**config.mk**
```make
export PLATFORM = sky130hd
export DESIGN_NAME = register_rename_unit
export DESIGN_NICKNAME = d
export VERILOG_FILES = /design/src/rtl/register_rename_unit.sv
export SDC_FILE = /design/constraint.sdc
export NUM_CORES = 2
export LEC_CHECK = 0
export ABC_CLOCK_PERIOD_IN_PS = 10500
export CORE_ASPECT_RATIO = 0.8
export CORE_MARGIN = 3
export CORE_UTILIZATION = 53
export DETAILED_ROUTE_END_ITERATION = 10
export HOLD_SLACK_MARGIN = 0.12
export PLACE_DENSITY = 0.69
export SYNTH_ARGS = -nofsm -noshare
export SYNTH_HDL_FRONTEND = slang
export SYNTH_SLANG_ARGS = --single-unit
export TNS_END_PERCENT = 50
```
**constraint.sdc**
```tcl
create_clock -name clk -period 10.5 [get_ports clk]
set_input_delay 1.05 -clock clk [delete_from_list [all_inputs] [get_ports clk]]
set_output_delay 1.05 -clock clk [all_outputs]
set_load 0.005 [all_outputs]
```
**src/rtl/register_rename_unit.sv**
```systemverilog
`default_nettype none
// =============================================================================
// register_rename_unit : architectural-to-physical map plus circular free list
// Revision: 1.0
// =============================================================================
module register_rename_unit #(
  parameter int PHY_REGS  = 256,
  parameter int TAG_W     = 8,
  parameter int ARCH_REGS = 32
) (
  input  logic             clk,
  input  logic             reset,
  input  logic             inst_valid,
  input  logic [4:0]       rs1,
  input  logic [4:0]       rs2,
  input  logic [4:0]       rd,
  input  logic             rd_write,
  input  logic             commit_valid,
  input  logic [TAG_W-1:0] commit_free_phy,
  input  logic             exception,
  input  logic             mret_sig,
  output logic [TAG_W-1:0] Operand1_phy,
  output logic [TAG_W-1:0] Operand2_phy,
  output logic [TAG_W-1:0] Rd_phy,
  output logic [TAG_W-1:0] Old_Rd_phy,
  output logic             rename_valid,
  output logic             stall,
  output logic [TAG_W:0]   free_count
);

  localparam logic [TAG_W:0]   C_FULL       = (TAG_W+1)'(PHY_REGS);
  localparam logic [TAG_W:0]   C_INIT_COUNT = (TAG_W+1)'(PHY_REGS - ARCH_REGS);
  localparam logic [TAG_W-1:0] C_INIT_TAIL  = TAG_W'(PHY_REGS - ARCH_REGS);

  logic [TAG_W-1:0] map_q [ARCH_REGS];
  logic [TAG_W-1:0] fl_q  [PHY_REGS];
  logic [TAG_W-1:0] head_q, head_d;
  logic [TAG_W-1:0] tail_q, tail_d;
  logic [TAG_W:0]   count_q, count_d;

  logic [TAG_W-1:0] op1_q, op1_d;
  logic [TAG_W-1:0] op2_q, op2_d;
  logic [TAG_W-1:0] rd_q, rd_d;
  logic [TAG_W-1:0] old_q, old_d;
  logic             valid_q, valid_d;

  logic             w_acc;
  logic             w_alloc;
  logic             w_rel;
  logic             w_flush;
  logic [TAG_W-1:0] w_new_tag;

  assign stall     = (count_q == '0);
  assign w_flush   = exception | mret_sig;
  assign w_acc     = inst_valid & ~stall;
  assign w_alloc   = w_acc & rd_write & (rd != 5'd0);
  assign w_rel     = commit_valid & (commit_free_phy != '0) & (count_q != C_FULL);
  assign w_new_tag = fl_q[head_q];

  // Sources see the map as it stood before this cycle's allocation.
  always_comb begin
    valid_d = w_acc;
    op1_d   = (w_acc && rs1 != 5'd0) ? map_q[rs1] : '0;
    op2_d   = (w_acc && rs2 != 5'd0) ? map_q[rs2] : '0;
    rd_d    = w_alloc ? w_new_tag : '0;
    old_d   = w_alloc ? map_q[rd] : '0;
    head_d  = w_alloc ? head_q + TAG_W'(1) : head_q;
    tail_d  = w_rel   ? tail_q + TAG_W'(1) : tail_q;
    count_d = count_q;
    case ({w_alloc, w_rel})
      2'b10:   count_d = count_q - (TAG_W+1)'(1);
      2'b01:   count_d = count_q + (TAG_W+1)'(1);
      default: count_d = count_q;
    endcase
  end

  // Recovery rebuilds exactly the reset picture: identity map, tags 32.. free.
  always_ff @(posedge clk) begin
    if (reset || w_flush) begin
      for (int i = 0; i < ARCH_REGS; i++) begin
        map_q[i] <= TAG_W'(i);
      end
      for (int k = 0; k < PHY_REGS; k++) begin
        fl_q[k] <= (k < PHY_REGS - ARCH_REGS) ? TAG_W'(ARCH_REGS + k) : '0;
      end
      head_q  <= '0;
      tail_q  <= C_INIT_TAIL;
      count_q <= C_INIT_COUNT;
      op1_q   <= '0;
      op2_q   <= '0;
      rd_q    <= '0;
      old_q   <= '0;
      valid_q <= 1'b0;
    end else begin
      if (w_alloc) begin
        map_q[rd] <= w_new_tag;
      end
      if (w_rel) begin
        fl_q[tail_q] <= commit_free_phy;
      end
      head_q  <= head_d;
      tail_q  <= tail_d;
      count_q <= count_d;
      op1_q   <= op1_d;
      op2_q   <= op2_d;
      rd_q    <= rd_d;
      old_q   <= old_d;
      valid_q <= valid_d;
    end
  end

  assign Operand1_phy = op1_q;
  assign Operand2_phy = op2_q;
  assign Rd_phy       = rd_q;
  assign Old_Rd_phy   = old_q;
  assign rename_valid = valid_q;
  assign free_count   = count_q;

endmodule
`default_nettype wire

```
==> After elaboration in Yosys (flattened, before gate mapping) <==
Memories as Yosys holds them, arrays and structs flattened. A register that Yosys moved wholly into a read port is not among the register bits.
Index checks and enable logic that the tools add are counted.
{ "word_totals": {"memories": 2, "out_inout_bits": 43, "latch_bits": 0, "regBits": 34, "ram_bits": 2304, "wordCells": 55, "mem_bits_ro": 0} }
{ "op_classes": {"shifts": 0, "reduce_logical": 14, "n_lt_le_gt_ge": 0, "n_eq_ne": 3, "bitwise_logic": 10, "n_addsub": 4, "mux": 17, "div": 0, "multipliers": 0} }
{ "mem_list": {"columns": ["memory", "words", "word_bits", "rd", "rd_ports_with_merged_regs", "write_ports", "line", "rtl"], "rows": [
  ["fl_q", 256, 8, 1, 1, 256, "36", "logic [TAG_W-1:0] fl_q [PHY_REGS];"],
  ["map_q", 32, 8, 3, 3, 32, "35", "logic [TAG_W-1:0] map_q [ARCH_REGS];"]
]} }
{ "ops": {"columns": ["cell", "n"], "rows": [
  ["8-bit two-way mux", 5],
  ["9-bit one-hot mux with 2 select lines", 1],
  ["8-bit by 1-bit adder with 8-bit output, second input constant", 2],
  ["8-bit OR reduction", 2],
  ["5-bit nonzero test", 3],
  ["1-bit two-way mux", 10],
  ["9-bit by 1-bit adder with 9-bit output, second input constant", 1],
  ["9-bit logical NOT", 1],
  ["9-bit inequality test, second input constant", 1],
  ["9-bit by 1-bit subtractor with 9-bit output, second input constant", 1],
  ["8-bit nonzero test", 1],
  ["2-bit OR reduction", 3],
  ["1-bit bitwise AND", 5],
  ["5-bit two-way mux", 1],
  ["1-bit inverter", 4],
  ["2-bit by 1-bit equality test with 1-bit output, second input constant", 1],
  ["2-bit equality test, second input constant", 1],
  ["1-bit logical AND", 2],
  ["2-bit nonzero test", 1],
  ["1-bit logical OR", 1],
  ["1-bit OR", 1]
]} }

==> Longest topological paths before layout <==
{ "depth": {"word_depth": 10, "depth_mapped": 16, "ltp_nobuf": 14} }

==> Worst setup path after synthesis <==
No wires, ideal clock.
{ "synth_path": {"path_kind": "in2reg", "from": "in rd[4]", "to": "reg count_q[8], in the netlist free_count[8]", "path_stages": 15, "arrival_time_ns": 4.070, "slack_ns": 6.358, "required_ns": 10.428, "n_path_buf": 1, "path_cell_list": "nor3_1 -> a21boi_0 -> and3_1 -> clkbuf_1 -> inv_1 -> ha_1 -> inv_1 -> ha_1 -> nor2b_1 -> o21ai_0 -> a21boi_0 -> o21a_1 -> o41ai_1 -> mux2i_1 -> mux2i_1"} }
{ "synth_via": {"elab_chain_len": 4, "word_cells_on_any_way": 6, "cone_classes": "eq/ne (2); mux (1); bitwise (1); reduce/logical (2)"} }
{ "synth_lines": {"columns": ["element", "line", "rtl"], "rows": [
  ["from (decl)", "16", "input logic [4:0] rd,"],
  ["5-bit nonzero test *", "56", "assign w_alloc = w_acc & rd_write & (rd != 5'd0);"],
  ["1-bit bitwise AND *", "56", null],
  ["2-bit by 1-bit equality test with 1-bit output / 2-bit equality test (equally long branches)", "70", "case ({w_alloc, w_rel})"],
  ["9-bit one-hot mux with 2 select lines / 2-bit nonzero test (equally long branches)", null, null],
  ["to (signal assigned)", "103", "count_q <= count_d;"],
  ["to (decl)", "39", "logic [TAG_W:0] count_q, count_d;"]
]} }
Every way passes the cells marked *; elsewhere a longest branch is shown, timed or not.
A chain may end at the register's enable or synchronous reset.

==> results.toml <==
[synth]
ys_async_sr_fraction_pct = 0
synth_seq_cells = 2370
synth_top_family_by_area = "simple AND/OR/NAND/NOR gates"
netlist_top_cells_area = "edfxtp_1, mux4_2, and3_1"
synth_compound_area_share_pct = 4.341
synth-edff-count = 2304
synthAdderAreaFrac_pct = 0.1723
synth_xor_area_share_pct = 0.1392
synth_ff_type = "edfxtp_1"
synth_most_common_cell = "edfxtp_1"
yosys-top-cells-count = "edfxtp_1, and3_1, clkbuf_1, or3_1, mux4_2"
synth_top_area_share_pct = 61.08
yosysWarnings = 0
syn_avg_cell_area_um2 = 13.98
ys_types = 81
synth_simple_gate_area_share_pct = 14.53
ys_seq_area_share_pct = 62.25
netlist_instances = 8105
synthMuxAreaShare_pct = 14.34
syn_area_mm2 = 0.1133
yosys.area.top_type = "edfxtp_1"

[setup_path]
cp_max_fo = 90
r2r-end = "map_q[10][1]"
startpoint_type = "flip-flop"
crit_chain = "buf_12 -> nor2b_1 -> a22oi_1 -> nand3_1 -> nand3_1 -> o21ai_0 -> a2111o_1 -> buf_4 -> nand3_1"
cp_slowest_cell = "nor2b_1"
crit_required_ns = 11.05
rrSetupSlack_ns = 4.90
path_delay_family = "simple AND/OR/NAND/NOR gates"
worst_path_most_repeated_cell = "nand3_1"
path_buf_inv = 2
critPathMaxStageDelay_ns = 1.18
critPathCaptureType = "flip-flop"
critPathArrivalTime_ns = 6.16
ff2ff_path_depth = 9
path_class = "reg2reg"

[clock_tree]
cts.sinks = 2370
htreeDepth = 4
cts_tree = "built"
clockBufferDepth = 4
cts_hold_buf = 0
cts_root_buffer = "clkbuf_16"
post_cts_buffers = 0
cts_buffers = 229
clk_pin_slew_ns = 0.07
cts_resized = 0
clk_latency_ns = 0.91

[routing]
route.met2.wl_mm = 153.8
dr_wl_met3_mm = 56.51
ant_nets = 0
wire_per_inst_um = 33.50
wl_met1_mm = 135.1
remaining_drc_errors = 0
highest_layer = "met5"
drt_iter0_drc = 13104
routed_wl_mm = 358.3
via_per_inst = 7.053
vias = 75433
first_pass_iters = 8

[sta]
rsz0062_at_grt = "false"
timing.fmax_ghz = 0.1785
hold_slack_ns = 0.5151
clock_skew_ns = 0.06067
period_share_pct = 53.36
finalWorstPathRequiredPeriod_ns = 5.603
tightestPinTransition_ns = 1.444
relSlewSlack_pct = 2.705
report.final.setup_viol = 0
finalMaxSlewViolations = 0
hold_violations = 0
tns_ns = 0

[floorplanning]
die_w_um = 522.9
dieArea_mm2 = 0.2193
die_height_um = 419.5
row_count = 151
core_mm2 = 0.2122
io_pins = 73
initial_core_util_pct = 53.39

[status]
outcome = "finished, final reports clean"

[worst_hold_path]
hp-start = "free_count[8]"
min_to = "free_count[8]"
hold_depth = 2
hp-class = "reg2reg"

[finish]
post_route_cells_drive_above_1_share_pct = 16.95
nNetsFinal = 7721
fillers = 16090
syn_to_final_growth_pct = 8.492

[power]
leakage_nw = 41.16
cellPowerDensity_mw_per_mm2 = 161.8
ir_worst_vdd_v = 0.0001450

[global_route]
antenna_found_initial = 19
grtUsageTotal_pct = 32.31
grt_max_degree = 151
grt_pass1_wl_mm = 517.4
grt_overflow = 0
grt_pass1_vias = 71947

[flow_run]
maxCapViolCount = 0

[placement]
gp_congestion = 0.9622
hpwl_mm = 219.2
io_buffer_count = 72
tightest hold or removal path, stage by stage, from the launching register on:
cell and delay, ns:
dfxtp_1 0.35, nand2_1 0.07, mux2i_1 0.06
worst max-delay path by stage:
stage	from	endpoint	slack, ns	cells past startpoint
after CTS	flip-flop	map_q[27][5]	4.99	9
after detailed placement	mret_sig	fl_q[196][5]	4.41	6
after global placement	mret_sig	fl_q[206][1]	4.53	6
after floorplan	rd[4]	free_count[8]	6.36	15
after global routing	flip-flop	map_q[27][5]	4.73	9
final	flip-flop	map_q[10][1]	4.90	9
kinds of logic (layout without fill, tap and decap cells):
group,Yosys count,count (layout)
buffers and inverters,1049,790
AO/OA/AOI/OAI,736,736
other,1,20
XOR/XNOR,18,18
multiplexers,917,917
flip-flops,2370,2370
AND/OR/NAND/NOR,2999,2999
adder cells (fa/ha/maj),15,15
registers in the layout (all words and copies together), names as in the netlist, named ones only:
signal,flops
Old_Rd_phy,8
Operand1_phy,8
Operand2_phy,8
Rd_phy,8
fl_q,2048
free_count,9
head_q,8
map_q,256
rename_valid,1
tail_q,8
where the power goes:
group          internal, mW  switching, mW  leakage (nW)
registers              10.6         0.0996          23.8
clock network          4.63           3.66          3.55
logic                 0.273          0.642          13.9
total                  15.5           4.40          41.2
placed cells by master (no fill, tap or decap), types with 19 or more instances in the layout:
cell                n
a31oi_1            28
o211ai_1           25
nor2b_1            26
clkbuf_16         230
a22oi_1           122
clkbuf_1           44
edfxtp_1         2304
or3_1             657
nor2_2             35
a22o_1             25
nor3_1            213
mux2_2             21
dfxtp_1            60
a221oi_1           89
o22ai_1            45
nand2_1           308
clkdlybuf4s50_1    60
o21ai_1            19
and2_1             28
nand2b_1           49
clkinv_1           50
a21oi_1            29
and3_1            850
nor2_1            362
bufinv_16          24
mux4_2            552
clkinv_2           34
nand3_1           309
mux2i_1           335
buf_4             280
o21ai_0           269
layout make-up:
type,count,area [um^2],share of cell area [%]
diodes,12,30.03,0.02444
clock buffers,279,5989,4.874
clock inverters,129,1299,1.057
inverters,18,82.58,0.06720
multi-input cells,4693,38350,31.21
flip-flops and latches,2370,70530,57.39
well taps,2830,3541,2.881
repair buffers,364,3073,2.501
metrics by stage:
step                cells  utilization [%]  setup WS, ns  cell area [um^2]  total power, mW
floorplan            8112                -         6.358            113300            11.37
global placement    10272            54.46         4.531            115600            11.74
detailed placement  10272            54.46         4.414            115600            11.76
CTS                 10680            57.90         4.988            122800            19.87
global route        10683            57.91         4.734            122900            20.31
finish              10695            57.92         4.897            122900            19.88
metal layers:
layer / global-route usage (%) / up-vias
met5: 0 / -
met4: 10.09 / 6
met3: 11.40 / 767
met2: 45.67 / 5654
met1: 46.97 / 38291
li1: - / 30715
Power figures use the tool's default switching activity.
